--- config.mk ---
export PLATFORM = sky130hd
export DESIGN_NAME = pipeline_bypass_unit
export DESIGN_NICKNAME = d
export VERILOG_FILES = /design/src/rtl/pipeline_bypass_unit.sv
export SDC_FILE = /design/constraint.sdc
export NUM_CORES = 1
export LEC_CHECK = 0
export CAP_MARGIN = 15
export CORE_MARGIN = 2
export CORE_UTILIZATION = 34
export DETAILED_ROUTE_END_ITERATION = 7
export GPL_ROUTABILITY_DRIVEN = 0
export HOLD_SLACK_MARGIN = 0.06
export PLACE_DENSITY = 0.91
export SLEW_MARGIN = 40
export SYNTH_ARGS = -nofsm -noshare
export SYNTH_HDL_FRONTEND = slang
export SYNTH_SLANG_ARGS = --single-unit
--- constraint.sdc ---
create_clock -name clock -period 2.5 [get_ports clock]
set_clock_uncertainty 0.05 [all_clocks]
set_input_delay 0.5 -clock clock [delete_from_list [all_inputs] [get_ports clock]]
set_output_delay 0.5 -clock clock [all_outputs]
set_load 0.03 [all_outputs]
--- src/rtl/pipeline_bypass_unit.sv ---
// Operand-forwarding and load-use hazard unit.
// Tracks in-flight register writers in the post-decode stages (index 0 = EX,
// STAGES-1 = WB), forwards the youngest available result per read port and
// requests a stall while a needed result has not been produced yet.
module pipeline_bypass_unit #(
  parameter int unsigned XLEN       = 32,
  parameter int unsigned STAGES     = 3,
  parameter int unsigned READ_PORTS = 2,
  parameter int unsigned REG_AW     = 5,
  localparam int unsigned RS_W      = (STAGES > 1) ? $clog2(STAGES) : 1
) (
  input  logic                         clock,
  input  logic                         reset,
  input  logic                         issue_valid,
  input  logic                         issue_kill,
  input  logic                         issue_writes,
  input  logic [REG_AW-1:0]            issue_rd,
  input  logic [RS_W-1:0]              issue_ready_stg,
  input  logic [STAGES-1:0]            kill_mask,
  input  logic [STAGES*XLEN-1:0]       stage_result,
  input  logic [READ_PORTS*REG_AW-1:0] rs_addr,
  input  logic [READ_PORTS-1:0]        rs_uses,
  input  logic [READ_PORTS*XLEN-1:0]   rs_regfile_data,
  output logic [READ_PORTS*XLEN-1:0]   rs_data,
  output logic                         want_stall,
  output logic [31:0]                  stall_count
);

  logic [STAGES-1:0]     valid_q, valid_d;
  logic [REG_AW-1:0]     rd_q  [STAGES];
  logic [REG_AW-1:0]     rd_d  [STAGES];
  logic [RS_W-1:0]       rdy_q [STAGES];
  logic [RS_W-1:0]       rdy_d [STAGES];
  logic [STAGES-1:0]     live;
  logic [READ_PORTS-1:0] blocked;
  logic [RS_W-1:0]       issue_rdy_clamped;
  logic [31:0]           stall_count_q, stall_count_d;

  // Ready-stage indices past the last tracked stage collapse onto WB.
  always_comb begin
    issue_rdy_clamped = issue_ready_stg;
    if (32'(issue_ready_stg) >= STAGES) begin
      issue_rdy_clamped = RS_W'(STAGES - 1);
    end
  end

  // An entry can forward only if it is valid and targets a real register (not x0).
  always_comb begin
    live = '0;
    for (int unsigned i = 0; i < STAGES; i++) begin
      live[i] = valid_q[i] && (rd_q[i] != '0);
    end
  end

  // Per port: the first (youngest) live match decides; forward if produced, else block.
  always_comb begin
    logic hit;
    rs_data = rs_regfile_data;
    blocked = '0;
    hit     = 1'b0;
    for (int unsigned p = 0; p < READ_PORTS; p++) begin
      hit = 1'b0;
      for (int unsigned i = 0; i < STAGES; i++) begin
        if (!hit && live[i] && (rd_q[i] == rs_addr[p*REG_AW +: REG_AW])) begin
          hit = 1'b1;
          if (32'(rdy_q[i]) <= i) begin
            rs_data[p*XLEN +: XLEN] = stage_result[i*XLEN +: XLEN];
          end else begin
            blocked[p] = 1'b1;
          end
        end
      end
    end
  end

  // Stall only when a blocked port is actually consumed.
  always_comb begin
    want_stall = |(blocked & rs_uses);
  end

  // Advance the tracking pipe; a stall turns the stage-0 slot into a bubble.
  always_comb begin
    valid_d[0] = issue_valid && issue_writes && !issue_kill && !want_stall;
    rd_d[0]    = issue_rd;
    rdy_d[0]   = issue_rdy_clamped;
    for (int unsigned i = 1; i < STAGES; i++) begin
      valid_d[i] = valid_q[i-1] && !kill_mask[i-1];
      rd_d[i]    = rd_q[i-1];
      rdy_d[i]   = rdy_q[i-1];
    end
    stall_count_d = stall_count_q;
    if (want_stall && (stall_count_q != '1)) begin
      stall_count_d = stall_count_q + 32'd1;
    end
  end

  // State registers with asynchronous reset.
  always_ff @(posedge clock or posedge reset) begin
    if (reset) begin
      valid_q       <= '0;
      stall_count_q <= '0;
      for (int unsigned i = 0; i < STAGES; i++) begin
        rd_q[i]  <= '0;
        rdy_q[i] <= '0;
      end
    end else begin
      valid_q       <= valid_d;
      rd_q          <= rd_d;
      rdy_q         <= rdy_d;
      stall_count_q <= stall_count_d;
    end
  end

  assign stall_count = stall_count_q;

endmodule

==> impl_metrics.env <==
export IMPL_fin_crit_ps=3430
export IMPL_yosys_area_share_simple_pct=19.6
export IMPL_via_count=7158
export IMPL_initial_core_util_pct=35.0
export IMPL_netlist_instances=554
export IMPL_synth_fa_ha_area_share_pct=0.282
export IMPL_critPathRequiredTime_ps=1950
export IMPL_ys_ff_latch=56
export IMPL_hold_path_class="reg2reg"
export IMPL_outcome="finished, violations left"
export IMPL_grt_pass1_wl_mm=44.9
export IMPL_clock_path_buffers=2
export IMPL_post_route_util_pct=88.2
export IMPL_ant_nets=0
export IMPL_rows=41
export IMPL_coreArea_um2=12700
export IMPL_synth_distinct_cells=47
export IMPL_finalNetCount=1110
export IMPL_ys_async_sr_fraction_pct=100
export IMPL_synth_compound_area_share_pct=30.8
export IMPL_yosysSeqAreaShare_pct=31.6
export IMPL_grt_setup_unrepaired="true"
export IMPL_synth_top_family_by_area="compound AO/OA/AOI/OAI gates"
export IMPL_peakVddDrop_v=0.000462
export IMPL_nFillCells=510
export IMPL_cts_tree="yes"
export IMPL_fin_crit_sh_pct=137
export IMPL_cp_arrival_ps=2880
export IMPL_r2r_slack_ps=-420
export IMPL_yosys_warnings=0
export IMPL_leakage_nw=4.24
export IMPL_dr_pass1_iters=5
export IMPL_cp_max_fo=12
export IMPL_fmax_ghz=0.291
export IMPL_cap_viol_max_count=0
export IMPL_seq_area_um2=1400
export IMPL_cts_clk_slew_worst_paths_ps=70
export IMPL_die_area_um2=14000
export IMPL_syn_area_per_cell_um2=8.00
export IMPL_worstMarginPinSlew_ps=553
export IMPL_reg2reg_from="rd_d[4]"
export IMPL_path_class="in2out"
export IMPL_start_kind="input port"
export IMPL_relSlewSlack_pct=62.9
export IMPL_reg2reg_depth=11
export IMPL_post_route_drc_count=0
export IMPL_grt_overflow_total=0
export IMPL_cts_hold_buffers=0
export IMPL_timing_rr_end="stall_count[21]"
export IMPL_cts_sink_count=56
export IMPL_syn2layout_area_growth_pct=152
export IMPL_violations="negative setup slack"
export IMPL_wl_per_cell_um=30.5
export IMPL_antenna_found_initial=9
export IMPL_synth_area_top_cells="dfrtp_1, xnor2_1, o21ai_0"
export IMPL_cts_buffers=5
export IMPL_setup_viol=98
export IMPL_dr_first_iter_drc_count=540
export IMPL_cts_htree_levels=2
export IMPL_synth_xor_area_share_pct=11.3
export IMPL_endpoint="rs_data[25]"
export IMPL_clock_latency_ps=300
export IMPL_slew_viol_final=0
export IMPL_cp_end_kind="output pin"
export IMPL_dp_hpwl_mm=16.3
export IMPL_synth_edf_count=0
export IMPL_synth_top_area_share_pct=31.6
export IMPL_grt_max_degree=33
export IMPL_wl_mm=33.7
export IMPL_synth_mux_area_share_pct=1.27
export IMPL_synth_top_flop_cell="dfrtp_1"
export IMPL_ios=284
export IMPL_finalWorstSetupSlack_ps=-932
export IMPL_syn_area_um2=4430
export IMPL_worstSetupStartpoint="rs_addr[1]"
export IMPL_cts_root_buf="clkbuf_16"
export IMPL_chipWidth_um=118
export IMPL_finalPower_mw=2.88
export IMPL_grt_pass1_vias=7234
export IMPL_track_usage_pct=41.9
export IMPL_syn_nets=742
export IMPL_fp_dieH_um=118
export IMPL_multi_input_area_um2=4810
export IMPL_via_per_inst=6.48
export IMPL_synth_top_area_cell="dfrtp_1"
export IMPL_io_buffer_count=282
export IMPL_p_per_area_nw_per_um2=258
export IMPL_hold_violations=0
export IMPL_drive_above_1_share_pct=46.9
cell type report:
type,count,share of cell area (%)
Multi-Input combinational cell,449,43.0
Sequential cell,56,12.6
Clock buffer,6,1.15
Inverter,8,0.269
Timing Repair Buffer,402,40.5
Tap cell,172,1.93
Antenna cell,9,0.202
Clock inverter,2,0.314
kinds of logic after synthesis:
logic type	Yosys count
muxes	5
buffers and inverters	50
AOI/OAI and AO/OA	200
and+or+nand+nor	185
DFF	56
xor gates and xnor gates	57
adders and majority gates	1
cell usage after synthesis (2+ instances only):
cell type  number
nand4_1         4
o21ai_0        66
nor3_1          8
o211ai_2        2
inv_1           8
nor4b_1         2
nand3_1         8
or4_1           2
nor2_1         42
nor4_1          5
o22a_1         32
or4b_1          2
xnor2_1        43
and2_1          4
dfrtp_1        56
buf_4           2
buf_6           3
mux2_1          3
o31ai_1        32
o2111ai_1       7
mux2_2          2
and4_1          5
buf_2           9
and3_1          9
clkbuf_1       26
o22ai_1        32
buf_1           2
nand2_1        84
xor2_1         14
o211ai_1       23
metal layers:
metal / track usage [%] / share of wire, % / vias up
met3: 14.3 / 12 / 268
met2: 69.0 / 46 / 604
li1: - / - / 2827
met5: 0 / 0.15 / -
met4: 30.9 / 9.9 / 2
met1: 44.5 / 32 / 3457
cell usage in the layout (no fill, tap or decap), types with 24 or more instances in the layout:
cell and count:
buf_12 33, buf_4 50, buf_6 84, clkdlybuf4s50_1 208, dfrtp_1 54, nand2_1 48
o21ai_4 58, o22a_1 31, o22ai_2 24, o31ai_4 32, xnor2_1 33
critical path, cell delays in order:
cell and delay (ps):
clkdlybuf4s15_2 220, buf_4 140, xor2_1 280, nor2_1 110, and4_1 240, or3_4 430
buf_4 180, clkbuf_16 210, o22ai_4 300, o31ai_4 100, buf_6 160
registers in the layout (all words and copies together), names as in the netlist:
register,cells
stall_count,32
rd_d,10
rd_q,5
rdy_d,4
valid_q,3
rdy_q,2
power breakdown:
group          switching [mW]  leakage, nW  internal, mW
logic                   0.521         3.43         0.600
registers              0.0368        0.734         0.931
clock network           0.321       0.0809         0.472
total                   0.880         4.24          2.00
timing repair:
action                     in CTS  in global routing
setup endpoints to repair      98                 98
gates cloned                   15                  5
buffers inserted               23                 27
pin swaps                     101                 79
gates resized for setup       275                119
worst min path at each step:
stage                     cells after the start     start        to  slack, ps
after floorplan                               0  rdy_d[0]  rdy_q[0]        280
after detailed placement                      0  rdy_d[0]  rdy_q[0]        300
after global routing                          0  rdy_d[0]  rdy_q[0]        310
after global placement                        0  rdy_d[0]  rdy_q[0]        280
final                                         0  rdy_d[0]  rdy_q[0]        300
after CTS                                     0  rdy_d[0]  rdy_q[0]        300
metrics by stage:
| step | hold WS (ps) | cell area (um2) | setup WS [ps] | TNS (ps) | cells |
|---|---|---|---|---|---|
| 2_1_floorplan | 281 | 5490 | -372 | -18500 | 554 |
| 3_3_place_gp | 284 | 8740 | -1030 | -76070 | 1030 |
| 3_5_place_dp | 296 | 8740 | -1140 | -80810 | 1030 |
| 4_1_cts | 302 | 10500 | -781 | -53830 | 1076 |
| 5_1_grt | 311 | 11200 | -962 | -66550 | 1101 |
| 6_report | 302 | 11200 | -932 | -60730 | 1104 |
No activity file was read; power rests on OpenSTA's default activity.
